===== config.mk =====
export PLATFORM = sky130hd
export DESIGN_NAME = ifetch_unit
export DESIGN_NICKNAME = d
export VERILOG_FILES = /design/src/rtl/ifetch_unit.sv
export SDC_FILE = /design/constraint.sdc
export NUM_CORES = 1
export LEC_CHECK = 0
export CAP_MARGIN = 5
export CORE_UTILIZATION = 37
export DETAILED_ROUTE_END_ITERATION = 12
export HOLD_SLACK_MARGIN = 0.03
export MAX_ROUTING_LAYER = met4
export PLACE_DENSITY = 0.81
export SETUP_SLACK_MARGIN = 0.3
export SLEW_MARGIN = 30
export SYNTH_ARGS = -nofsm -noshare
export SYNTH_HDL_FRONTEND = slang
export SYNTH_SLANG_ARGS = --single-unit

===== constraint.sdc =====
create_clock -name clk -period 4.9 [get_ports clk]
set_clock_uncertainty 0.1 [all_clocks]
set_input_delay 0.98 -clock clk [delete_from_list [all_inputs] [get_ports clk]]
set_output_delay 0.98 -clock clk [all_outputs]
set_load 0.1 [all_outputs]

===== src/rtl/ifetch_unit.sv =====
`default_nettype none
// ============================================================================
//  Module      : ifetch_unit
//  Description : Sequential instruction-fetch initiator for a word-addressed
//                synchronous-address / combinational-data instruction memory.
//                Tags each returned instruction with its PC, holds the fetch
//                address during decode stalls and restarts on redirects.
//  Revision    : 1.0  initial release
// ============================================================================
module ifetch_unit #(
    parameter logic [29:0] RESET_PC = 30'h00000000,
    parameter int          COUNT_W  = 32
) (
    input  logic               clk,
    input  logic               rst,
    output logic [29:0]        imem_addr,
    input  logic [31:0]        imem_inst,
    input  logic               stall,
    input  logic               redirect_valid,
    input  logic [29:0]        redirect_addr,
    output logic               inst_valid,
    output logic [31:0]        inst,
    output logic [29:0]        inst_pc,
    output logic [31:0]        inst_pc_byte,
    output logic [COUNT_W-1:0] fetch_count
);

    localparam logic [29:0]        c_PC_ONE    = 30'd1;
    localparam logic [COUNT_W-1:0] c_COUNT_ONE = {{(COUNT_W-1){1'b0}}, 1'b1};

    // Address whose data the memory is currently returning, and whether it is live
    logic [29:0]        r_req_pc;
    logic               r_req_valid;
    logic [COUNT_W-1:0] r_fetch_count;

    logic [29:0]        w_fetch_addr;
    logic               w_inst_valid;
    logic               w_accept;

    // Next fetch address: redirect beats everything; after reset the start
    // address is re-presented so a memory with a different reset address
    // resynchronises; a stall re-presents the held address so memory data
    // stays put; otherwise advance one word (wrapping at 2^30).
    always_comb begin
        w_fetch_addr = r_req_pc + c_PC_ONE;
        if (rst) begin
            w_fetch_addr = RESET_PC;
        end else if (redirect_valid) begin
            w_fetch_addr = redirect_addr;
        end else if (!r_req_valid) begin
            w_fetch_addr = RESET_PC;
        end else if (stall) begin
            w_fetch_addr = r_req_pc;
        end
    end

    // A redirect squashes the wrong-path instruction in the same cycle
    assign w_inst_valid = r_req_valid & ~redirect_valid;
    assign w_accept     = w_inst_valid & ~stall;

    // Track the address the memory latched this edge and count accepted fetches
    always_ff @(posedge clk or posedge rst) begin
        if (rst) begin
            r_req_pc      <= RESET_PC;
            r_req_valid   <= 1'b0;
            r_fetch_count <= '0;
        end else begin
            r_req_pc    <= w_fetch_addr;
            r_req_valid <= 1'b1;
            if (w_accept) begin
                r_fetch_count <= r_fetch_count + c_COUNT_ONE;
            end
        end
    end

    assign imem_addr    = w_fetch_addr;
    assign inst         = imem_inst;
    assign inst_pc      = r_req_pc;
    assign inst_pc_byte = {r_req_pc, 2'b00};
    assign inst_valid   = w_inst_valid;
    assign fetch_count  = r_fetch_count;

endmodule
`default_nettype wire


==> results of run 1 <==
==> per-layer routing <==
| layer | part of all wire (%) | global-route usage (%) |
|---|---|---|
| met3 | 6.5 | 5.201 |
| met1 | 40 | 22.90 |
| met5 | 0 | - |
| met4 | 0.93 | 5.686 |
| met2 | 53 | 35.99 |
==> synthesized netlist by cell type (2+ instances only) <==
library cell               number  area [um^2]
sky130_fd_sc_hd__nor3_2         2        20.02
sky130_fd_sc_hd__dfrtp_1       63         1577
sky130_fd_sc_hd__and3_1         3        18.77
sky130_fd_sc_hd__nand4b_1       2        17.52
sky130_fd_sc_hd__nor2_1        14        52.55
sky130_fd_sc_hd__nor2b_1        3        18.77
sky130_fd_sc_hd__nand4_1       17        106.4
sky130_fd_sc_hd__conb_1         2        7.510
sky130_fd_sc_hd__a22oi_1        6        45.04
sky130_fd_sc_hd__nor4_4         2        42.54
sky130_fd_sc_hd__clkbuf_1       5        18.77
sky130_fd_sc_hd__buf_6          2        22.52
sky130_fd_sc_hd__mux2_2         2        22.52
sky130_fd_sc_hd__nor3_1         2        10.01
sky130_fd_sc_hd__buf_2          2        10.01
sky130_fd_sc_hd__and4_1         8        70.07
sky130_fd_sc_hd__nand2_1       42        157.7
sky130_fd_sc_hd__nand3_1       24        120.1
sky130_fd_sc_hd__inv_1          4        15.01
sky130_fd_sc_hd__buf_4         64        480.5
sky130_fd_sc_hd__xor2_1        26        227.7
sky130_fd_sc_hd__and2_1         3        18.77
sky130_fd_sc_hd__xnor2_1       33        289.0
sky130_fd_sc_hd__o21ai_0       22        110.1
sky130_fd_sc_hd__ha_1           2        25.02
==> layout make-up <==
| class | instances | area share, % |
|---|---|---|
| Timing Repair Buffer | 164 | 34.55 |
| Sequential cell | 63 | 29.34 |
| Multi-Input combinational cell | 224 | 29.17 |
| Tap cell | 129 | 3.003 |
| Clock buffer | 11 | 2.817 |
| Clock inverter | 5 | 0.7683 |
| Inverter | 4 | 0.3492 |
==> timing repair <==
item | in CTS | in global routing
hold endpoints to repair | 0 | 0
endpoints found under the setup margin | 0 | 1
setup buffers | 0 | 1
==> worst paths after layout <==
kind,startpoint,to,slack [ns],cells after the start
max,stall,imem_addr[25],0.63,8
min,fetch_count[31]$_DFFE_PP0P_,fetch_count[31]$_DFFE_PP0P_,0.38,1
max reg2reg,inst_pc[0]$_DFF_PP0_,inst_pc[14]$_DFF_PP0_,2.83,7
min reg2reg,fetch_count[31]$_DFFE_PP0P_,fetch_count[31]$_DFFE_PP0P_,0.38,1
max in group asynchronous,rst,inst_pc[27]$_DFF_PP0_,2.70,3
min in group asynchronous,rst,inst_pc[0]$_DFF_PP0_,1.43,3
==> logic make-up after synthesis <==
kind of cell	after synthesis	synth area share, %
adders and majority gates	2	0.6955
other	2	0.2088
muxes	2	0.6260
xor gates and xnor gates	59	14.37
buffers and inverters	77	15.20
and+or+nand+nor	129	20.52
DFF	63	43.83
AOI/OAI and AO/OA	29	4.557
==> where the power goes <==
group          switching, mW  internal [mW]  leakage (nW)  total (mW)
sequential            0.0452          0.551         0.848       0.596
combinational          0.507          0.170          1.24       0.676
clock                  0.217          0.215        0.0922       0.432
total                  0.769          0.935          2.18        1.70
==> worst register-to-register path: cells and delay by family (launching register included) <==
kind                       cells  cell delay [ns]
AOI/OAI and AO/OA              1             0.23
xor gates and xnor gates       1             0.16
adders and majority gates      1             0.20
buffers and inverters          1             0.21
DFF                            1             0.43
and+or+nand+nor                3             0.62
==> through the flow <==
stage / setup slack, ns / hold slack, ns / cells / utilization [%] / power, mW
final: 0.6287 / 0.3774 / 600 / 57.61 / 1.704
after global routing: 0.4908 / 0.4170 / 600 / 57.61 / 1.775
after CTS: 0.4332 / 0.3812 / 599 / 57.40 / 1.725
after detailed placement: 0.4259 / 0.3695 / 583 / 55.33 / 1.282
after global placement: 0.4812 / 0.3635 / 583 / 55.33 / 1.277
after floorplan: 0.1912 / 0.5771 / 364 / - / 1.231
==> state kept, by name (all words and copies together) (netlist names) <==
signal and cells:
fetch_count 32, inst_pc 30, r_req_valid 1
==> reports/summary.md, run 1 <==
### Floorplan
* area inside the core boundary: 0.009328 mm^2
* standard-cell rows: 35
* DIE AREA: 0.01012 mm^2
* Die H: 100.6 um
* initial standard-cell utilization of the core: 38.56%
* floorplan die width: 100.6 um
* number of ports placed on the die boundary: 223

### Place
* Placed Area: 0.005161 mm^2
* DP Wirelength: 7382 um
* Buffers on Ports: 156
* final weighted congestion in routability-driven placement: 0.7752

### STA
* Tightest Pin Transition: 1.001 ns
* unrepaired setup endpoints after global routing: false
* time the worst path needs with I/O delays and setup: 4.271 ns
* final setup TNS: 0 ns
* relative max-transition margin: 33.07%
* Highest Clock Rate: 234.1 MHz
* endpoints failing hold: 0
* Final Max Slew Viols: 0
* final number of setup-violating endpoints: 0
* Period Utilization, post-route: 87.17%

### Setup path
* biggest cell delay along the critical path: 0.54 ns
* Worst EP arrival: 3.19 ns
* startpoint type of the worst setup path: input port
* Critical Path Sink Type: output pin
* slowest CP cell: sky130_fd_sc_hd__clkdlybuf4s50_1
* Top delay family on crit path: simple AND/OR/NAND/NOR gates
* Worst Setup Path Type: in2out
* critical path required time: 3.82 ns
* worst path buffer plus inverter count: 3
* cell repeated most along the worst path: sky130_fd_sc_hd__buf_12
* series of cell instances along the critical path: clkdlybuf4s50_1, nand4b_1, nor4_4, buf_12, nand4_1, or3_1, nand3_2, buf_12
* largest fanout on the critical path: 10

### Detailed routing
* Iteration-0 DRC Markers: 88
* number of detailed-routing iterations run before antenna repair: 4
* Final Routed Wirelength: 9765 um
* Antenna Violating Nets Remaining: 0
* average detailed-routed wire length per instance: 16.28 um
* remaining design rule violation count: 0
* via count: 2966
* routed vias/inst: 4.943

### Logic synthesis
* Top FF cell, synth: sky130_fd_sc_hd__dfrtp_1
* share of synthesized flip-flops with an asynchronous set or reset: 100.0%
* sequential area share after synthesis: 43.83%
* average footprint of a synthesized cell: 9.910 um^2
* synth unique cells: 33
* EDFF count, synth: 0
* cell area after technology mapping: 0.003597 mm^2
* synthesized instance count: 363
* Yosys Warn Count: 0
* number of synthesized register bits: 63

### CTS
* CTS tree: done
* clock root buffer: sky130_fd_sc_hd__clkbuf_8
* count of H-tree levels built during CTS: 3
* number of buffers added by the clock tree synthesis step: 9
* number of gates resized after cts: 0
* worst-skew pair later-pin latency: 0.34 ns
* cts-stage hold buffer count: 0
* Clock Path Buffers: 2
* clock sinks: 63
* Reg clk slew, reported paths: 0.07 ns

### Finish
* fraction of final layout cells sized beyond drive strength 1: 19.32%
* total of fill cells in the finished design: 816
* leading cell types in the layout, fill and taps excluded: sky130_fd_sc_hd__clkdlybuf4s50_1 (125), sky130_fd_sc_hd__dfrtp_1 (63), sky130_fd_sc_hd__nand2_1 (42)
* leading cell type in the layout, fill and taps excluded: sky130_fd_sc_hd__clkdlybuf4s50_1
* area growth from synthesis to final layout: 49.39%
* fin area: 0.005374 mm^2
* Sequential Area: 0.001577 mm^2
* area of combinational cells with multiple inputs: 0.001568 mm^2
* antenna cells: 0
* net total in the final layout: 534

### Worst hold path
* Hold Crit Class: reg2reg

### Power
* power per standard cell area: 317.1 mW/mm^2
* leakage power summed over all cells: 2.175 nW
* Peak supply drop: 0.4552 mV

### Outcome
* result of the run: completed

### Global routing
* number of antenna violations at the first check in global routing: 0
* number of global-route vias before repair: 2925
* global route overflow: 0
* wire length of the first global-routing pass: 15390 um
* gr usage total: 20.42%
* largest net degree at the start of global routing: 64

### Run
* number of max-capacitance violations reported: 0

No activity file was read; power rests on OpenSTA's default activity.
==> run 2, diff against run 1 <==
- ABC_CLOCK_PERIOD_IN_PS: not set -> 4900
- REMOVE_ABC_BUFFERS: not set -> 1
==> run 2 against run 1 <==
  * Die area did not move
  * Clock power down 8.1%
  * Via count increased by 1.3%
  * Sequential share of layout area up 0.81 points
  * Utilization fell by 1.5 points
  * Routed wire length increased by 16%
  * Critical endpoint is now imem_addr[29]
  * Largest cell class unchanged
==> reports/summary.md, run 2 (synthesized netlist as in run 1, its figures left out) <==
### CTS
* number of gates resized after cts: 0
* count of H-tree levels built during CTS: 3
* number of setup buffers added after CTS: 0
* clock sinks: 63
* Clock Path Buffers: 2
* clock root buffer: sky130_fd_sc_hd__clkbuf_8
* number of buffers added by the clock tree synthesis step: 9
* CTS tree: done
* Reg clk slew, reported paths: 0.07 ns
* worst-skew pair later-pin latency: 0.33 ns
* cts-stage hold buffer count: 0

### Worst hold path
* hold depth: 1
* Hold Crit Class: reg2reg
* hold-critical path endpoint: fetch_count[31]$_DFFE_PP0P_
* Hold Crit Start: fetch_count[31]$_DFFE_PP0P_

### Setup path
* depth of the worst register-to-register path: 7
* series of cell instances along the critical path: clkdlybuf4s50_1, nand4b_1, nor4_4, buf_4, nand4_1, xor2_1, o21ai_0, buf_12
* Worst EP arrival: 3.35 ns
* Top delay family on crit path: buffers and inverters
* worst path buffer plus inverter count: 3
* capture point of the worst reg-to-reg path: inst_pc[16]$_DFF_PP0_
* largest fanout on the critical path: 10
* startpoint type of the worst setup path: input port
* slowest CP cell: sky130_fd_sc_hd__clkdlybuf4s50_1
* biggest cell delay along the critical path: 0.53 ns
* beginning of the worst register-to-register path: inst_pc[0]$_DFF_PP0_
* Worst Setup Path Type: in2out
* critical path required time: 3.82 ns
* reg2reg setup slack: 2.68 ns
* Critical Path Sink Type: output pin

### STA
* minimum hold slack: 0.3805 ns
* final setup TNS: 0 ns
* Tightest Pin Transition: 0.9983 ns
* time the worst path needs with I/O delays and setup: 4.425 ns
* Final Max Slew Viols: 0
* Highest Clock Rate: 226.0 MHz
* Period Utilization, post-route: 90.31%
* relative max-transition margin: 33.24%
* final number of setup-violating endpoints: 0
* endpoints failing hold: 0
* unrepaired setup endpoints after global routing: false

### Finish
* Sequential Area: 0.001577 mm^2
* fraction of final layout cells sized beyond drive strength 1: 13.86%
* area of combinational cells with multiple inputs: 0.001480 mm^2
* leading cell types in the layout, fill and taps excluded: sky130_fd_sc_hd__clkdlybuf4s50_1 (125), sky130_fd_sc_hd__dfrtp_1 (63), sky130_fd_sc_hd__nand2_1 (42)
* leading cell type in the layout, fill and taps excluded: sky130_fd_sc_hd__clkdlybuf4s50_1
* area growth from synthesis to final layout: 45.39%
* net total in the final layout: 532
* share of the core filled with cells in the final layout: 56.07%
* total of fill cells in the finished design: 829
* number of flip-flops in the largest register: 32

### Floorplan
* initial standard-cell utilization of the core: 38.56%
* area inside the core boundary: 0.009328 mm^2
* DIE AREA: 0.01012 mm^2
* standard-cell rows: 35
* number of ports placed on the die boundary: 223
* floorplan die width: 100.6 um
* Die H: 100.6 um

### Global routing
* global route overflow: 0
* gr usage total: 23.60%
* largest net degree at the start of global routing: 64
* number of global-route vias before repair: 2947
* wire length of the first global-routing pass: 17080 um
* number of antenna violations at the first check in global routing: 1

### Power
* fraction of power consumed by combinational cells: 40.1%
* P_sw: 764.0 uW
* Peak supply drop: 0.4952 mV
* P_int: 897.3 uW
* share of power burned in registers: 35.9%
* Clk pwr share: 23.9%
* power per standard cell area: 317.6 mW/mm^2
* share of total power consumed by net switching: 45.99%
* leakage power summed over all cells: 2.114 nW

### Run
* number of max-capacitance violations reported: 0

### Detailed routing
* routed vias/inst: 5.015
* via count: 3004
* number of detailed-routing iterations run before antenna repair: 5
* Final Routed Wirelength: 11320 um
* Iteration-0 DRC Markers: 108
* average detailed-routed wire length per instance: 18.90 um
* remaining design rule violation count: 0
* Antenna Violating Nets Remaining: 0

### Place
* DP Wirelength: 8636 um
* final weighted congestion in routability-driven placement: 0.8445
* Buffers on Ports: 156

### Outcome
* result of the run: completed

[run 2: routing by layer]
metal	global-route usage, %	vias up	part of all wire [%]
met4	5.017	0	0.77
li1	-	1361	-
met3	12.48	9	11
met1	29.56	1485	43
met5	-	-	0
met2	33.72	149	44
[run 2: stage by stage]
step	total power, mW	instance area, um^2	instances	worst slack (ns)
2_1_floorplan	1.074	3069	291	-1.799
3_3_place_gp	1.266	5047	580	0.4486
3_5_place_dp	1.275	5047	580	0.3645
4_1_cts	1.681	5213	596	0.3692
5_1_grt	1.726	5230	599	0.3269
6_report	1.661	5230	599	0.4747
[run 2: layout make-up]
cell class,instances,area share (%)
well taps,129,3.086
multi-input cells,224,28.30
inverters,4,0.2871
repair buffers,162,34.98
flip-flops and latches,63,30.14
diodes,1,0.04785
clock buffers,10,2.440
clock inverters,6,0.7177
[run 2: power by group through the flow]
stage | clock network, mW | registers (mW) | logic (mW)
after floorplan | 0 | 0.909 | 0.165
after global placement | 0 | 0.603 | 0.662
after detailed placement | 0 | 0.606 | 0.669
after CTS | 0.414 | 0.597 | 0.670
after global routing | 0.437 | 0.603 | 0.685
final | 0.397 | 0.597 | 0.667
[run 2: worst max-delay path by stage]
stage	startpoint	end	slack [ns]	depth (start not counted)
global route	stall	imem_addr[19]	0.33	8
CTS	stall	imem_addr[19]	0.37	7
floorplan	redirect_valid	imem_addr[10]	-1.80	3
detailed placement	stall	imem_addr[19]	0.36	7
finish	stall	imem_addr[29]	0.47	8
global placement	stall	imem_addr[21]	0.45	7
